File: src/rtl/vend_pkg.sv
// Shared types and helpers for the vend_ctrl credit controller: FSM state
// encoding, coin codes and the coin-code to unit-value mapping.
package vend_pkg;

   typedef enum logic [1:0] {
      IDLE   = 2'd0,
      ACCUM  = 2'd1,
      VEND   = 2'd2,
      CHANGE = 2'd3
   } vend_state_e;

   localparam logic [1:0] COIN_CODE0 = 2'd0;
   localparam logic [1:0] COIN_CODE1 = 2'd1;
   localparam logic [1:0] COIN_CODE2 = 2'd2;
   localparam logic [1:0] COIN_CODE3 = 2'd3;

   // Values are passed in so each instance can use its own coin parameters.
   function automatic int unsigned coin_value(input logic [1:0] sel,
                                              input int unsigned c0,
                                              input int unsigned c1,
                                              input int unsigned c2,
                                              input int unsigned c3);
      int unsigned v;
      case (sel)
         COIN_CODE0: v = c0;
         COIN_CODE1: v = c1;
         COIN_CODE2: v = c2;
         default:    v = c3;
      endcase
      return v;
   endfunction

endpackage

File: src/rtl/vend_ctrl_if.sv
// Coin acceptor / dispenser signal bundle for vend_ctrl. The controller sits
// on the slave modport, the front end and dispenser drivers on master.
interface vend_ctrl_if #(
   parameter int CREDIT_W = 8
);
   logic                coin_valid;
   logic [1:0]          coin_sel;
   logic                buy;
   logic                cancel;
   logic                change_ready;
   logic [CREDIT_W-1:0] credit;
   logic                vend;
   logic                deny;
   logic                coin_reject;
   logic                change_valid;
   logic [CREDIT_W-1:0] change_amt;
   logic                busy;

   modport master (
      output coin_valid, coin_sel, buy, cancel, change_ready,
      input  credit, vend, deny, coin_reject, change_valid, change_amt, busy
   );

   modport slave (
      input  coin_valid, coin_sel, buy, cancel, change_ready,
      output credit, vend, deny, coin_reject, change_valid, change_amt, busy
   );
endinterface

File: src/rtl/vend_coin_value.sv
// Combinational coin-code to unit-value decoder.
module vend_coin_value
   import vend_pkg::*;
#(
   parameter int          CREDIT_W = 8,
   parameter int unsigned COIN0    = 1,
   parameter int unsigned COIN1    = 2,
   parameter int unsigned COIN2    = 5,
   parameter int unsigned COIN3    = 10
) (
   input  logic [1:0]          sel_i,
   output logic [CREDIT_W-1:0] value_o
);
   assign value_o = CREDIT_W'(coin_value(sel_i, COIN0, COIN1, COIN2, COIN3));
endmodule

File: src/rtl/vend_ctrl.sv
// Vending credit controller: coin accumulation, buy/vend, cancel and change
// return. Define VEND_CTRL_AUTOVEND_EN to vend as soon as credit >= PRICE.
//
// state  | meaning
// IDLE   | no credit held
// ACCUM  | credit in 1..MAX_CREDIT, waiting for coins / buy / cancel
// VEND   | one-cycle product release, credit cleared
// CHANGE | change_amt offered to the dispenser until accepted
module vend_ctrl
   import vend_pkg::*;
#(
   parameter int          CREDIT_W   = 8,
   parameter int unsigned PRICE      = 15,
   parameter int unsigned MAX_CREDIT = 30,
   parameter int unsigned COIN0      = 1,
   parameter int unsigned COIN1      = 2,
   parameter int unsigned COIN2      = 5,
   parameter int unsigned COIN3      = 10
) (
   input logic        clock,
   input logic        reset,
   vend_ctrl_if.slave bus
);
   localparam logic [CREDIT_W-1:0] PRICE_C = CREDIT_W'(PRICE);
   localparam logic [CREDIT_W:0]   MAX_C   = (CREDIT_W+1)'(MAX_CREDIT);

   vend_state_e         state_q, state_d;
   logic [CREDIT_W-1:0] credit_q, credit_d;
   logic [CREDIT_W-1:0] change_q, change_d;
   logic                deny_q, deny_d;
   logic                reject_q, reject_d;
   logic                vend_q, busy_q, change_valid_q;

   logic [CREDIT_W-1:0] coin_val;
   logic [CREDIT_W:0]   coin_sum;
   logic                cancel_go, vend_go, buy_deny;

   vend_coin_value #(
      .CREDIT_W (CREDIT_W),
      .COIN0    (COIN0),
      .COIN1    (COIN1),
      .COIN2    (COIN2),
      .COIN3    (COIN3)
   ) u_coin_value (
      .sel_i   (bus.coin_sel),
      .value_o (coin_val)
   );

   // One extra bit so the overflow compare can never see a wrapped sum.
   assign coin_sum = {1'b0, credit_q} + {1'b0, coin_val};

   always_comb begin
      state_d   = state_q;
      credit_d  = credit_q;
      change_d  = change_q;
      deny_d    = 1'b0;
      reject_d  = 1'b0;
      cancel_go = bus.cancel && (state_q == ACCUM);
`ifdef VEND_CTRL_AUTOVEND_EN
      vend_go   = (state_q == ACCUM) && (credit_q >= PRICE_C);
      buy_deny  = 1'b0;
`else
      vend_go   = bus.buy && (state_q == ACCUM) && (credit_q >= PRICE_C);
      buy_deny  = bus.buy && !vend_go;
`endif
      case (state_q)
         IDLE, ACCUM: begin
            if (cancel_go) begin
               change_d = credit_q;
               credit_d = '0;
               state_d  = CHANGE;
               reject_d = bus.coin_valid;
            end else if (vend_go) begin
               change_d = credit_q - PRICE_C;
               credit_d = '0;
               state_d  = VEND;
               reject_d = bus.coin_valid;
            end else if (buy_deny) begin
               deny_d   = 1'b1;
               reject_d = bus.coin_valid;
            end else if (bus.coin_valid) begin
               if (coin_sum <= MAX_C) begin
                  credit_d = coin_sum[CREDIT_W-1:0];
                  state_d  = ACCUM;
               end else begin
                  reject_d = 1'b1;
               end
            end
         end
         VEND: begin
            reject_d = bus.coin_valid;
            state_d  = (change_q != '0) ? CHANGE : IDLE;
         end
         CHANGE: begin
            reject_d = bus.coin_valid;
            if (bus.change_ready) begin
               change_d = '0;
               state_d  = IDLE;
            end
         end
         default: state_d = IDLE;
      endcase
   end

   always_ff @(posedge clock) begin
      if (reset) begin
         state_q        <= IDLE;
         credit_q       <= '0;
         change_q       <= '0;
         deny_q         <= 1'b0;
         reject_q       <= 1'b0;
         vend_q         <= 1'b0;
         busy_q         <= 1'b0;
         change_valid_q <= 1'b0;
      end else begin
         state_q        <= state_d;
         credit_q       <= credit_d;
         change_q       <= change_d;
         deny_q         <= deny_d;
         reject_q       <= reject_d;
         vend_q         <= (state_d == VEND);
         busy_q         <= (state_d == VEND) || (state_d == CHANGE);
         change_valid_q <= (state_d == CHANGE);
      end
   end

   assign bus.credit       = credit_q;
   assign bus.vend         = vend_q;
   assign bus.deny         = deny_q;
   assign bus.coin_reject  = reject_q;
   assign bus.change_valid = change_valid_q;
   assign bus.change_amt   = change_q;
   assign bus.busy         = busy_q;
endmodule

File: src/flat_wrapper.sv
// flat-port wrapper written by rule: the top's interface ports become plain ports
module vend_ctrl_flat import vend_pkg::*;
#(
   parameter int          CREDIT_W   = 8,
   parameter int unsigned PRICE      = 15,
   parameter int unsigned MAX_CREDIT = 30,
   parameter int unsigned COIN0      = 1,
   parameter int unsigned COIN1      = 2,
   parameter int unsigned COIN2      = 5,
   parameter int unsigned COIN3      = 10
)
  (clock, reset, bus_coin_valid, bus_coin_sel, bus_buy, bus_cancel, bus_change_ready, bus_credit, bus_vend, bus_deny, bus_coin_reject, bus_change_valid, bus_change_amt, bus_busy);
  vend_ctrl_if #(.CREDIT_W(CREDIT_W)) bus_i ();
  input logic clock;
  input logic reset;
  input wire logic [$bits(bus_i.coin_valid)-1:0] bus_coin_valid;
  input wire logic [$bits(bus_i.coin_sel)-1:0] bus_coin_sel;
  input wire logic [$bits(bus_i.buy)-1:0] bus_buy;
  input wire logic [$bits(bus_i.cancel)-1:0] bus_cancel;
  input wire logic [$bits(bus_i.change_ready)-1:0] bus_change_ready;
  output wire logic [$bits(bus_i.credit)-1:0] bus_credit;
  output wire logic [$bits(bus_i.vend)-1:0] bus_vend;
  output wire logic [$bits(bus_i.deny)-1:0] bus_deny;
  output wire logic [$bits(bus_i.coin_reject)-1:0] bus_coin_reject;
  output wire logic [$bits(bus_i.change_valid)-1:0] bus_change_valid;
  output wire logic [$bits(bus_i.change_amt)-1:0] bus_change_amt;
  output wire logic [$bits(bus_i.busy)-1:0] bus_busy;
  assign bus_i.coin_valid = bus_coin_valid;
  assign bus_i.coin_sel = bus_coin_sel;
  assign bus_i.buy = bus_buy;
  assign bus_i.cancel = bus_cancel;
  assign bus_i.change_ready = bus_change_ready;
  assign bus_credit = bus_i.credit;
  assign bus_vend = bus_i.vend;
  assign bus_deny = bus_i.deny;
  assign bus_coin_reject = bus_i.coin_reject;
  assign bus_change_valid = bus_i.change_valid;
  assign bus_change_amt = bus_i.change_amt;
  assign bus_busy = bus_i.busy;
  vend_ctrl #(.CREDIT_W(CREDIT_W), .PRICE(PRICE), .MAX_CREDIT(MAX_CREDIT), .COIN0(COIN0), .COIN1(COIN1), .COIN2(COIN2), .COIN3(COIN3)) u_core (.clock(clock), .reset(reset), .bus(bus_i));
endmodule
File: config.mk
export PLATFORM = sky130hd
export DESIGN_NAME = vend_ctrl_flat
export DESIGN_NICKNAME = d
export VERILOG_FILES = /design/src/rtl/vend_pkg.sv /design/src/rtl/vend_ctrl_if.sv /design/src/rtl/vend_coin_value.sv /design/src/rtl/vend_ctrl.sv /design/src/flat_wrapper.sv
export SDC_FILE = /design/constraint.sdc
export NUM_CORES = 1
export LEC_CHECK = 0
export CAP_MARGIN = 20
export CORE_MARGIN = 2
export CORE_UTILIZATION = 50
export DETAILED_ROUTE_END_ITERATION = 10
export GPL_TIMING_DRIVEN = 0
export PLACE_DENSITY = 0.78
export SLEW_MARGIN = 20
export SYNTH_ARGS = -nofsm -noshare
export SYNTH_HDL_FRONTEND = slang
export SYNTH_HIERARCHICAL = 1
export SYNTH_SLANG_ARGS = --single-unit
File: constraint.sdc
create_clock -name clock -period 7.7 [get_ports clock]
set_clock_uncertainty 0.2 [all_clocks]
set_input_delay 0.77 -clock clock [delete_from_list [all_inputs] [get_ports clock]]
set_output_delay 0.77 -clock clock [all_outputs]
set_load 0.02 [all_outputs]
==> results.cfg, run 1 <==
[worst_setup_path]
endpoint_kind = register
cp.buffers_inverters = 2
slowest_stage = clkdlybuf4s50_1
cp.required_ns = 7.70
path_cells = clkdlybuf4s50_1, inv_1, ha_1, fa_1, a211oi_2, o21ba_1, nor4b_2, a211oi_4, nand2_1, and3_1
crit_fanout = 7
crit_arrival_ns = 3.45
path_class = input pin to register
slowest_delay_ns = 0.52
worst_setup_path_start_kind = input pin
cp_top_family = compound AO/OA/AOI/OAI gates

[clock_tree]
cts_root_buf = clkbuf_4
cts_resized = 0
clkSlewWorstSetupHoldPaths_ns = 0.11
cts_tree = yes
cts-buffers-inserted = 3
cts.htree.levels = 1
cts_sinks = 22
ctsHoldBuffers = 0
clk_latency_ns = 0.29
clockBufferDepth = 2
cts_setup_buffers = 0

[sta]
min_period_ns = 3.449
hold_violations = 0
period_share = 0.4479
setup_viol = 0
grt_setup_unrepaired = false
slew_violations = 0
max_freq_ghz = 0.2899
setup_tns_ns = 0

[synthesis]
synth_edf_count = 0
yosysUniqueCellTypes = 50
ys_seq_area_frac = 0.3090
syn_inst = 165
ys_async_sr_fraction = 0
synth_ff_type = dfxtp_1
synth-seq-cells = 22
synth_area_um2 = 1425
yosys_warnings = 6
syn_area_per_cell_um2 = 8.637

[die]
core_area_um2 = 2734
die_area_um2 = 3293
die_h_um = 57.39
floorplan.io_pins = 29
rows = 19
die_w_um = 57.39
start_util = 0.5213

[detailed_routing]
wirelength_um = 3391
top_layer_used = met4
wl_met3_um = 197
vias = 1326
wl_per_cell_um = 14.74
detail_route.first_pass.iterations = 4
drc = 0
wl_met1_um = 1550
drtAntennaViolNets = 0
wl_met2_um = 1581
routed_via_density = 5.765
drtIter0Drc = 49

[power]
seq_power_share = 0.591
p_per_area_nw_per_um2 = 110.9
irDropWorstVdd_v = 0.0001011
netSwitchingPower_uw = 48.74
switching_share = 0.2471
leakagePower_nw = 0.6909
power.internal_uw = 148.5
pwr-share-comb = 0.160
clock_power_share = 0.249

[grt]
grt_usage = 0.2192
overflow = 0
grt_pass1_vias = 1256
antenna_found_initial = 0
grt_first_pass_wirelength_um = 5692
grt_max_degree = 12

[flow_run]
cap_violations = 0

[place]
io_buffers = 28
place.gp.congestion = 0.8117
dp_hpwl_um = 2643

[finish]
syn_to_final_growth_pct = 24.76
diodes = 0
nets = 219
num-fill-cells = 237
utilization = 0.6503
register_area_um2 = 440.4
layout-drive-gt1-share = 0.1055
multi_input_area_um2 = 935.9

[run_status]
status = complete, no violations

[worst_hold_path]
hp-class = register to register
-- cell usage in the layout (no fill, tap or decap), drive strengths merged, types with 5 or more instances in the layout --
cell type      instances
clkbuf                 6
nand2                 14
dfxtp                 22
buf                    5
clkdlybuf4s50         28
a21oi                 12
or3                    5
o21ai                  9
nor3                   6
ha                     9
nand4                  5
and3                   5
xor2                   5
nor2                  15
-- synth_stat cells (3+ instances only) --
cell type	number	area, µm²
a211oi_2	3	37.54
a21oi_1	11	55.05
and3_1	5	31.28
buf_4	4	30.03
clkbuf_1	3	11.26
dfxtp_1	22	440.4
ha_1	9	112.6
nand2_1	14	52.55
nand3_1	4	20.02
nand3b_1	4	30.03
nand4_1	5	31.28
nor2_1	14	52.55
nor3_1	6	30.03
nor4_1	4	25.02
o21ai_1	6	30.03
or3_1	5	31.28
xor2_1	5	43.79
-- sequential cells by signal, summed over array words and instances, names as in the netlist --
name	count
u_core/bus.change_amt	8
u_core/bus.credit	8
u_core/bus.busy	1
u_core/bus.change_valid	1
u_core/bus.coin_reject	1
u_core/bus.deny	1
u_core/bus.vend	1
u_core/state_q	1
-- metrics by stage --
stage	area, µm²	hold WS (ns)	power, mW	worst slack (ns)	instances
after CTS	1778	0.2838	0.1986	4.280	230
after floorplan	1436	0.2984	0.1386	4.799	168
after global routing	1778	0.2970	0.2082	4.137	230
after global placement	1755	0.2583	0.1491	4.073	227
final	1778	0.2826	0.1972	4.251	230
after detailed placement	1755	0.2673	0.1500	3.953	227
-- cell type report --
| type | count | share of cell area |
|---|---|---|
| Multi-Input combinational cell | 136 | 0.5264 |
| Sequential cell | 22 | 0.2477 |
| Tap cell | 31 | 0.02182 |
| Clock buffer | 3 | 0.01267 |
| Inverter | 2 | 0.004222 |
| Timing Repair Buffer | 28 | 0.1576 |
| Buffer | 8 | 0.02956 |
-- power by group through the flow --
stage	Clock, mW	Combinational (mW)	Sequential, mW
2_1_floorplan	0	0.0182	0.120
3_3_place_gp	0	0.0302	0.119
3_5_place_dp	0	0.0309	0.119
4_1_cts	0.0509	0.0312	0.117
5_1_grt	0.0571	0.0342	0.117
6_report	0.0491	0.0316	0.116
-- worst register-to-register path, cell delays in order (launching register included) --
cell	delay [ns]
dfxtp_1	0.42
ha_1	0.30
fa_1	0.44
a211oi_2	0.35
o21ba_1	0.23
nor4b_2	0.08
a211oi_4	0.37
nand2_1	0.19
and3_1	0.21
-- final timing paths --
check / start / endpoint / slack (ns) / cells past startpoint
hold reg to reg: u_core/bus.change_amt[7] / u_core/bus.change_amt[7] / 0.28 / 2
setup / recovery: bus_coin_sel[0] / u_core/bus.credit[6] / 4.25 / 10
hold / removal: u_core/bus.change_amt[7] / u_core/bus.change_amt[7] / 0.28 / 2
setup reg to reg: u_core/bus.credit[0] / u_core/bus.credit[6] / 4.82 / 8
-- kinds of logic (layout without fill, tap and decap cells) --
group           Yosys count  after routing  synth area share
fa+ha+maj                10             10           0.09307
other cells               1              4          0.002631
buf+inv                  10             41           0.04214
compound gates           39             39            0.2107
mux                       2              2           0.01405
flops                    22             22            0.3090
xor+xnor                  7              7           0.04302
simple gates             74             74            0.2853
-- metal layers --
layer,GRT usage,vias up
li1,-,669
met1,0.2920,608
met2,0.3571,43
met3,0.03175,6
met4,0.08638,0
met5,0,-
Note: power is estimated with default switching activity, not from simulation.
==> run 2, diff against run 1 <==
- clock period: 7.7 -> 3.5 ns (I/O delays scaled with it)
==> results of run 2 <==
The final DEF is identical to that of run 1. Status: complete, no violations.
Among the figures that moved: setup slack after placement 3.953 ns -> 0.1732 ns; setup slack after layout 4.251 ns -> 0.4711 ns; register-to-register setup slack 4.82 ns -> 0.62 ns; total power 0.1972 mW -> 0.4339 mW; worst IR drop on VDD 0.0001011 V -> 0.0002225 V
==> run 3, diff against run 2 <==
- CORE_UTILIZATION: 50 -> 46
- PLACE_DENSITY: 0.78 -> 0.76
- clock period: 3.5 -> 2.6 ns (I/O delays scaled with it)
==> results.cfg, run 3 (synthesis results as in run 1) <==
[run_status]
status = complete, no violations

[finish]
final_common_cell = clkdlybuf4s50_1
layout-drive-gt1-share = 0.1990
diodes = 0
final_cell_mix = clkdlybuf4s50_1 (27), dfxtp_1 (19), nor2_1 (13), nand2_1 (13), buf_4 (11)
utilization = 0.6396
syn_to_final_growth_pct = 34.77
nets = 226

[worst_setup_path]
slowest_delay_ns = 0.38
cp.buffers_inverters = 2
worst_setup_path_start_kind = register
path_class = register to register
path_cells = ha_4, fa_2, a211oi_4, buf_4, nor2_4, nor4b_4, a211oi_4, buf_4, nand4_1, o21ai_1
crit_fanout = 5
slowest_stage = dfxtp_4
crit_arrival_ns = 2.54
cp_top_family = adder cells
endpoint_kind = register
cp.required_ns = 2.60

[sta]
max_freq_ghz = 0.3929
min_period_ns = 2.545
worst_slack_ns = 0.05463
period_share = 0.9790
grt_setup_unrepaired = true
hold_violations = 0
setup_viol = 0
slew_violations = 0

[detailed_routing]
drc = 0
drtAntennaViolNets = 0
vias = 1401
routed_via_density = 5.862
drtIter0Drc = 96
detail_route.first_pass.iterations = 4
wirelength_um = 3862
wl_per_cell_um = 16.16

[clock_tree]
cts_sinks = 22
cts.htree.levels = 1
clockBufferDepth = 2
cts-buffers-inserted = 3
cts_tree = yes
clkSlewWorstSetupHoldPaths_ns = 0.12
clk_latency_ns = 0.31
ctsHoldBuffers = 0
cts_root_buf = clkbuf_4

[worst_hold_path]
hp-class = register to register

[grt]
grt_max_degree = 12
antenna_found_initial = 0
grt_pass1_vias = 1320
overflow = 0
grt_first_pass_wirelength_um = 5899
grt_usage = 0.2177

[power]
p_per_area_nw_per_um2 = 313.7
leakagePower_nw = 0.7382
finalPower_uw = 602.5
irDropWorstVdd_v = 0.0001216

[die]
die_h_um = 59.66
floorplan.io_pins = 29
rows = 20
die_area_um2 = 3559
start_util = 0.4746
core_area_um2 = 3003
die_w_um = 59.66

[place]
dp_hpwl_um = 2694
place_ws_ns = -0.5777
place.gp.congestion = 0.8441
io_buffers = 28

[flow_run]
cap_violations = 0
run 3: worst paths after layout:
path,startpoint,end,slack [ns],cells after the start
max,u_core/bus.credit[0],u_core/bus.credit[2],0.05,10
min,u_core/bus.change_amt[5],u_core/bus.change_amt[5],0.30,2
max reg2reg,u_core/bus.credit[0],u_core/bus.credit[2],0.05,10
min reg2reg,u_core/bus.change_amt[5],u_core/bus.change_amt[5],0.30,2
run 3: report_power, final:
part	switching, mW	leakage [nW]	total, mW	internal [mW]
clock network	0.0967	0.0138	0.151	0.0542
registers	0.00402	0.180	0.344	0.340
logic	0.0560	0.545	0.107	0.0514
run 3: cell type report:
| cell class | count | area (µm²) |
|---|---|---|
| Buffer | 8 | 52.55 |
| Clock buffer | 3 | 22.52 |
| Fill cell | 255 | 1082 |
| Inverter | 2 | 7.507 |
| Multi-Input combinational cell | 136 | 1018 |
| Sequential cell | 22 | 446.7 |
| Tap cell | 33 | 41.29 |
| Timing Repair Buffer | 35 | 331.6 |
run 3: worst register-to-register path: cells and delay by family (launching register included):
kind,cells,cell delay (ns)
adder cells (fa/ha/maj),2,0.53
AND/OR/NAND/NOR,3,0.48
flip-flops,1,0.38
AO/OA/AOI/OAI,3,0.52
buffers and inverters,2,0.34
run 3: stage by stage:
step           cells  hold slack, ns  cell area (µm²)  setup TNS [ns]
2_1_floorplan    168          0.1375             1436               0
3_3_place_gp     229          0.2691             1758          -4.446
3_5_place_dp     229          0.2820             1758          -5.197
4_1_cts          234          0.2990             1819               0
5_1_grt          239          0.3247             1921         -0.2677
6_report         239          0.2964             1921               0
run 3: metal layers:
metal	vias up	share of wire	GRT usage
met1	658	0.42	0.2876
met4	0	0.019	0.08254
met2	57	0.50	0.3509
met5	-	0	0
li1	679	-	-
met3	7	0.054	0.04113
run 3: what timing repair did:
action | CTS | global route
pin swaps | 7 | 11
endpoints found under the setup margin | 10 | 10
resized for setup | 7 | 15
setup buffers | 2 | 5
